`src/rtl/time_counter.sv`:
```
// time_counter: BCD hours/minutes/seconds counter advanced by a synchronized 1 Hz input,
// with key-driven hour/minute setting. Define TIME_COUNTER_12H_EN for 12-hour mode with PM flag.
module time_counter #(
    parameter int unsigned SYNC_STAGES = 2
) (
    input  logic       clk,
    input  logic       rst_n,
    input  logic       sec_in,
    input  logic       key_mode,
    input  logic       key_inc,
    output logic [7:0] hour_bcd,
    output logic [7:0] min_bcd,
    output logic [7:0] sec_bcd,
    output logic       pm,
    output logic [1:0] set_state,
    output logic       sec_tick,
    output logic       day_tick
);
    typedef enum logic [1:0] {
        RUN      = 2'b00,
        SET_HOUR = 2'b01,
        SET_MIN  = 2'b10
    } mode_e;

`ifdef TIME_COUNTER_12H_EN
    localparam logic [7:0] HOUR_RST = 8'h12;
`else
    localparam logic [7:0] HOUR_RST = 8'h00;
`endif

    logic [2:0] async_in;
    logic [2:0] sync_q [SYNC_STAGES];
    logic [2:0] edge_q;
    logic [2:0] synced;
    logic [2:0] ev;
    logic       sec_ev, mode_ev, inc_ev;

    mode_e      state_q;
    logic [7:0] hour_q, min_q, sec_q;
    logic       pm_q, sec_tick_q, day_tick_q;

    logic [7:0] sec_nxt, min_nxt, hour_nxt;
    logic       sec_wrap, min_wrap, pm_flip, day_wrap;

    // Bit order {inc, mode, sec} shared by synchronizer, edge flops and strobes.
    assign async_in = {key_inc, key_mode, sec_in};
    assign synced   = sync_q[SYNC_STAGES-1];
    assign ev       = synced & ~edge_q;
    assign sec_ev   = ev[0];
    assign mode_ev  = ev[1];
    assign inc_ev   = ev[2];

    always_ff @(posedge clk or negedge rst_n) begin
        if (!rst_n) begin
            for (int unsigned i = 0; i < SYNC_STAGES; i++) begin
                sync_q[i] <= '0;
            end
            edge_q <= '0;
        end else begin
            sync_q[0] <= async_in;
            for (int unsigned i = 1; i < SYNC_STAGES; i++) begin
                sync_q[i] <= sync_q[i-1];
            end
            edge_q <= synced;
        end
    end

    function automatic logic [7:0] bcd_inc(input logic [7:0] v);
        if (v[3:0] == 4'd9) begin
            return {v[7:4] + 4'd1, 4'd0};
        end
        return {v[7:4], v[3:0] + 4'd1};
    endfunction

    assign sec_wrap = (sec_q == 8'h59);
    assign min_wrap = (min_q == 8'h59);
    assign sec_nxt  = sec_wrap ? 8'h00 : bcd_inc(sec_q);
    assign min_nxt  = min_wrap ? 8'h00 : bcd_inc(min_q);

`ifdef TIME_COUNTER_12H_EN
    // 12 is followed by 01; 11 -> 12 crosses noon/midnight and flips the PM flag.
    assign hour_nxt = (hour_q == 8'h12) ? 8'h01 : bcd_inc(hour_q);
    assign pm_flip  = (hour_q == 8'h11);
    assign day_wrap = pm_flip & pm_q;
`else
    assign hour_nxt = (hour_q == 8'h23) ? 8'h00 : bcd_inc(hour_q);
    assign pm_flip  = 1'b0;
    assign day_wrap = (hour_q == 8'h23);
`endif

    always_ff @(posedge clk or negedge rst_n) begin
        if (!rst_n) begin
            state_q    <= RUN;
            hour_q     <= HOUR_RST;
            min_q      <= '0;
            sec_q      <= '0;
            pm_q       <= 1'b0;
            sec_tick_q <= 1'b0;
            day_tick_q <= 1'b0;
        end else begin
            sec_tick_q <= 1'b0;
            day_tick_q <= 1'b0;
            if (mode_ev) begin
                // Mode change wins; coincident second/increment strobes are dropped.
                case (state_q)
                    RUN: begin
                        state_q <= SET_HOUR;
                        sec_q   <= '0;
                    end
                    SET_HOUR: state_q <= SET_MIN;
                    default:  state_q <= RUN;
                endcase
            end else begin
                case (state_q)
                    RUN: begin
                        if (sec_ev) begin
                            sec_tick_q <= 1'b1;
                            sec_q      <= sec_nxt;
                            if (sec_wrap) begin
                                min_q <= min_nxt;
                                if (min_wrap) begin
                                    hour_q     <= hour_nxt;
                                    day_tick_q <= day_wrap;
                                    if (pm_flip) begin
                                        pm_q <= ~pm_q;
                                    end
                                end
                            end
                        end
                    end
                    SET_HOUR: begin
                        if (inc_ev) begin
                            hour_q <= hour_nxt;
                            if (pm_flip) begin
                                pm_q <= ~pm_q;
                            end
                        end
                    end
                    SET_MIN: begin
                        if (inc_ev) begin
                            min_q <= min_nxt;
                        end
                    end
                    default: state_q <= RUN;
                endcase
            end
        end
    end

    assign hour_bcd  = hour_q;
    assign min_bcd   = min_q;
    assign sec_bcd   = sec_q;
    assign pm        = pm_q;
    assign set_state = state_q;
    assign sec_tick  = sec_tick_q;
    assign day_tick  = day_tick_q;

endmodule
```
`config.mk`:
```
export PLATFORM = sky130hd
export DESIGN_NAME = time_counter
export DESIGN_NICKNAME = d
export VERILOG_FILES = /design/src/rtl/time_counter.sv
export SDC_FILE = /design/constraint.sdc
export NUM_CORES = 1
export LEC_CHECK = 0
export BUFFER_PORTS_ARGS = -buffer_cell sky130_fd_sc_hd__buf_2
export CAP_MARGIN = 5
export CORE_MARGIN = 1
export CORE_UTILIZATION = 25
export DETAILED_ROUTE_END_ITERATION = 6
export PLACE_DENSITY = 0.53
export SKIP_LAST_GASP = 1
export SYNTH_ARGS = -nofsm -noshare
export SYNTH_HDL_FRONTEND = slang
export SYNTH_SLANG_ARGS = --single-unit
```
`constraint.sdc`:
```
create_clock -name clk -period 2.45 [get_ports clk]
set_input_delay 0.245 -clock clk [delete_from_list [all_inputs] [get_ports clk]]
set_output_delay 0.245 -clock clk [all_outputs]
set_load 0.01 [all_outputs]
```
==> metrics.yaml <==
max_slew.worst_pin.slew_ns: 0.830
maxCapViolCount: 0
antenna_left: 0
skew_ns: 0.00605
antenna_cells: 0
seqPwrFrac: 0.503
combPwrFrac: 0.239
clock_power_share: 0.258
num-nets-final: 225
initial_utilization: 0.263
grt_overflow_total: 0
syn_area_per_cell_um2: 10.6
p_per_area_nw_per_um2: 746
arrival_ns: 2.26
cts-buffers-inserted: 5
via_per_inst: 4.39
crit_path_end_kind: "flip-flop"
dr_total_vias: 1339
p_leak_nw: 1.13
fin_util: 0.315
design.core.area_um2: 6910
cts_setup_buffers: 0
gp_congestion: 0.745
fp.dieArea_um2: 7610
finalWirelength_um: 3460
ys_types: 39
path_clk_slew_ns: 0.08
first_pass_iters: 4
die_w_um: 87.2
vdd_drop_max_mv: 0.209
p_sw_frac: 0.342
synthToLayoutAreaGrowth_pct: 19.7
netlist_instances: 171
hold_viol_final: 0
grt_start_max_net_pins: 38
critPathMaxFanout: 6
route.detailed.drc: 0
root_buffer: "clkbuf_8"
synth_ff_type: "dfrtp_1"
hold_class: "input pin to async pin"
cts_buffer_depth: 2
grt_pass1_vias: 1220
ys_ff_latch: 37
clk_latency_ns: 0.29
io_buffer_count: 32
fin_crit_ns: 2.04
setup_viol: 0
cts.htree.levels: 2
synthArstFlopShare: 1.00
num_io_pins: 34
syn_area_um2: 1820
critPathKind: "flip-flop to flip-flop"
cp.required_ns: 2.67
multi_input_area_um2: 847
grt_util_all_layers: 0.101
status: "finished clean"
cts_resized: 0
synth.net_count: 188
ff_latch_area_um2: 926
die_y_um: 87.2
setup_tns_ns: 0
yosys_warnings: 0
rsz0062_at_grt: "false"
dp.final_hpwl_um: 2600
grt_pass1_wl_um: 5920
intPower_mw: 1.07
avgRoutedWirePerCell_um: 11.3
cts_tree: "done"
dr.first_iter.drc_count: 42
fin_crit_sh: 0.832
drv_slew: 0
ctsHoldBuffers: 0
num-fill-cells: 753
max_freq_mhz: 491
numClockSinks: 37
yosysSeqAreaShare: 0.510
p_switching_mw: 0.556
critPathLaunchType: "flip-flop"
relSlewSlack: 0.447
num_rows: 30
drive_above_1_share: 0.225
synth-edff-count: 0
antenna_found_initial: 0
## critical path: stages, from the launching register on
cell	delay, ns
dfrtp_1	0.42
inv_1	0.07
ha_1	0.18
nand3b_4	0.12
o41ai_4	0.44
nand2_2	0.15
or4b_1	0.51
nand3_1	0.09
## layer usage
metal,up-vias,global-route usage,wire (µm)
met4,0,0.0313,25
met1,631,0.134,1620
met3,5,0.0351,216
li1,673,-,-
met5,-,0,0
met2,30,0.153,1590
## cells in the final DEF (no fill, tap or decap), types with 2 or more instances in the layout
cell        instances
dfrtp_1            37
buf_2              32
nand2_1            21
o21ai_0            14
nand3_1            12
ha_1               12
nor2_1             11
inv_1               7
and3_1              5
clkbuf_8            5
o21ai_1             4
mux2_1              4
o31ai_1             4
nor2b_1             3
xnor2_1             3
a21oi_1             3
nand2b_1            2
nand3b_4            2
nand3b_1            2
nand4_1             2
or3_1               2
clkinvlp_4          2
## flip-flops by register name (all words and copies together) (netlist names)
name       count
day_tick       1
edge_q         3
hour_bcd       8
min_bcd        8
sec_bcd        8
sec_tick       1
set_state      2
sync_q         3
synced         3
## worst paths after layout
check                      cells after the start  slack (ns)         end  startpoint
max                                            7        0.41  min_bcd[3]  sec_bcd[5]
min                                            1        0.05  min_bcd[1]       rst_n
max reg2reg                                    7        0.41  min_bcd[3]  sec_bcd[5]
min reg2reg                                    0        0.35   synced[2]   sync_q[5]
max in group asynchronous                      1        1.88   sync_q[3]       rst_n
min in group clk                               1        0.06   sync_q[4]    key_mode
## Yosys cell counts (3+ instances only)
cell,count,area (µm²)
nor2_1,11,41.3
mux2_1,4,45.0
o21ai_1,4,20.0
nor2b_1,3,18.8
dfrtp_1,37,926
and3_1,5,31.3
inv_1,7,26.3
o31ai_1,4,30.0
xnor2_1,3,26.3
o21ai_0,14,70.1
nand2_1,21,78.8
nand3_1,12,60.1
a21oi_1,3,15.0
ha_1,12,150
## power by group through the flow
stage | registers, mW | logic (mW) | clock network, mW
after floorplan | 0.845 | 0.223 | 0
after global placement | 0.827 | 0.395 | 0
after detailed placement | 0.830 | 0.396 | 0
after CTS | 0.818 | 0.400 | 0.441
after global routing | 0.838 | 0.452 | 0.465
final | 0.816 | 0.388 | 0.419
## per-stage QoR
| step | hold WS [ns] | cells | area [µm²] | power, mW | worst slack (ns) |
|---|---|---|---|---|---|
| detailed placement | 0.336 | 297 | 2090 | 1.23 | 0.418 |
| finish | 0.0519 | 305 | 2170 | 1.62 | 0.412 |
| CTS | 0.0436 | 305 | 2170 | 1.66 | 0.397 |
| global placement | 0.334 | 297 | 2090 | 1.22 | 0.477 |
| floorplan | -0.0506 | 171 | 1820 | 1.07 | 0.512 |
| global route | 0.0401 | 305 | 2170 | 1.75 | 0.238 |
## cells by family after synthesis
kind of cell	synth area share
other cells	0.00206
xor+xnor	0.0193
flops	0.510
fa+ha+maj	0.0826
compound gates	0.109
buf+inv	0.0241
simple gates	0.229
mux	0.0248
## final cells by class
type                       instances  share of cell area
clock buffer                       6              0.0334
clock inverter                     2             0.00690
inverter                           7              0.0121
multi-input combinational        124               0.390
sequential                        37               0.426
tap                               96              0.0552
timing repair buffer              33              0.0771
Note: power is estimated with default switching activity, not from simulation.
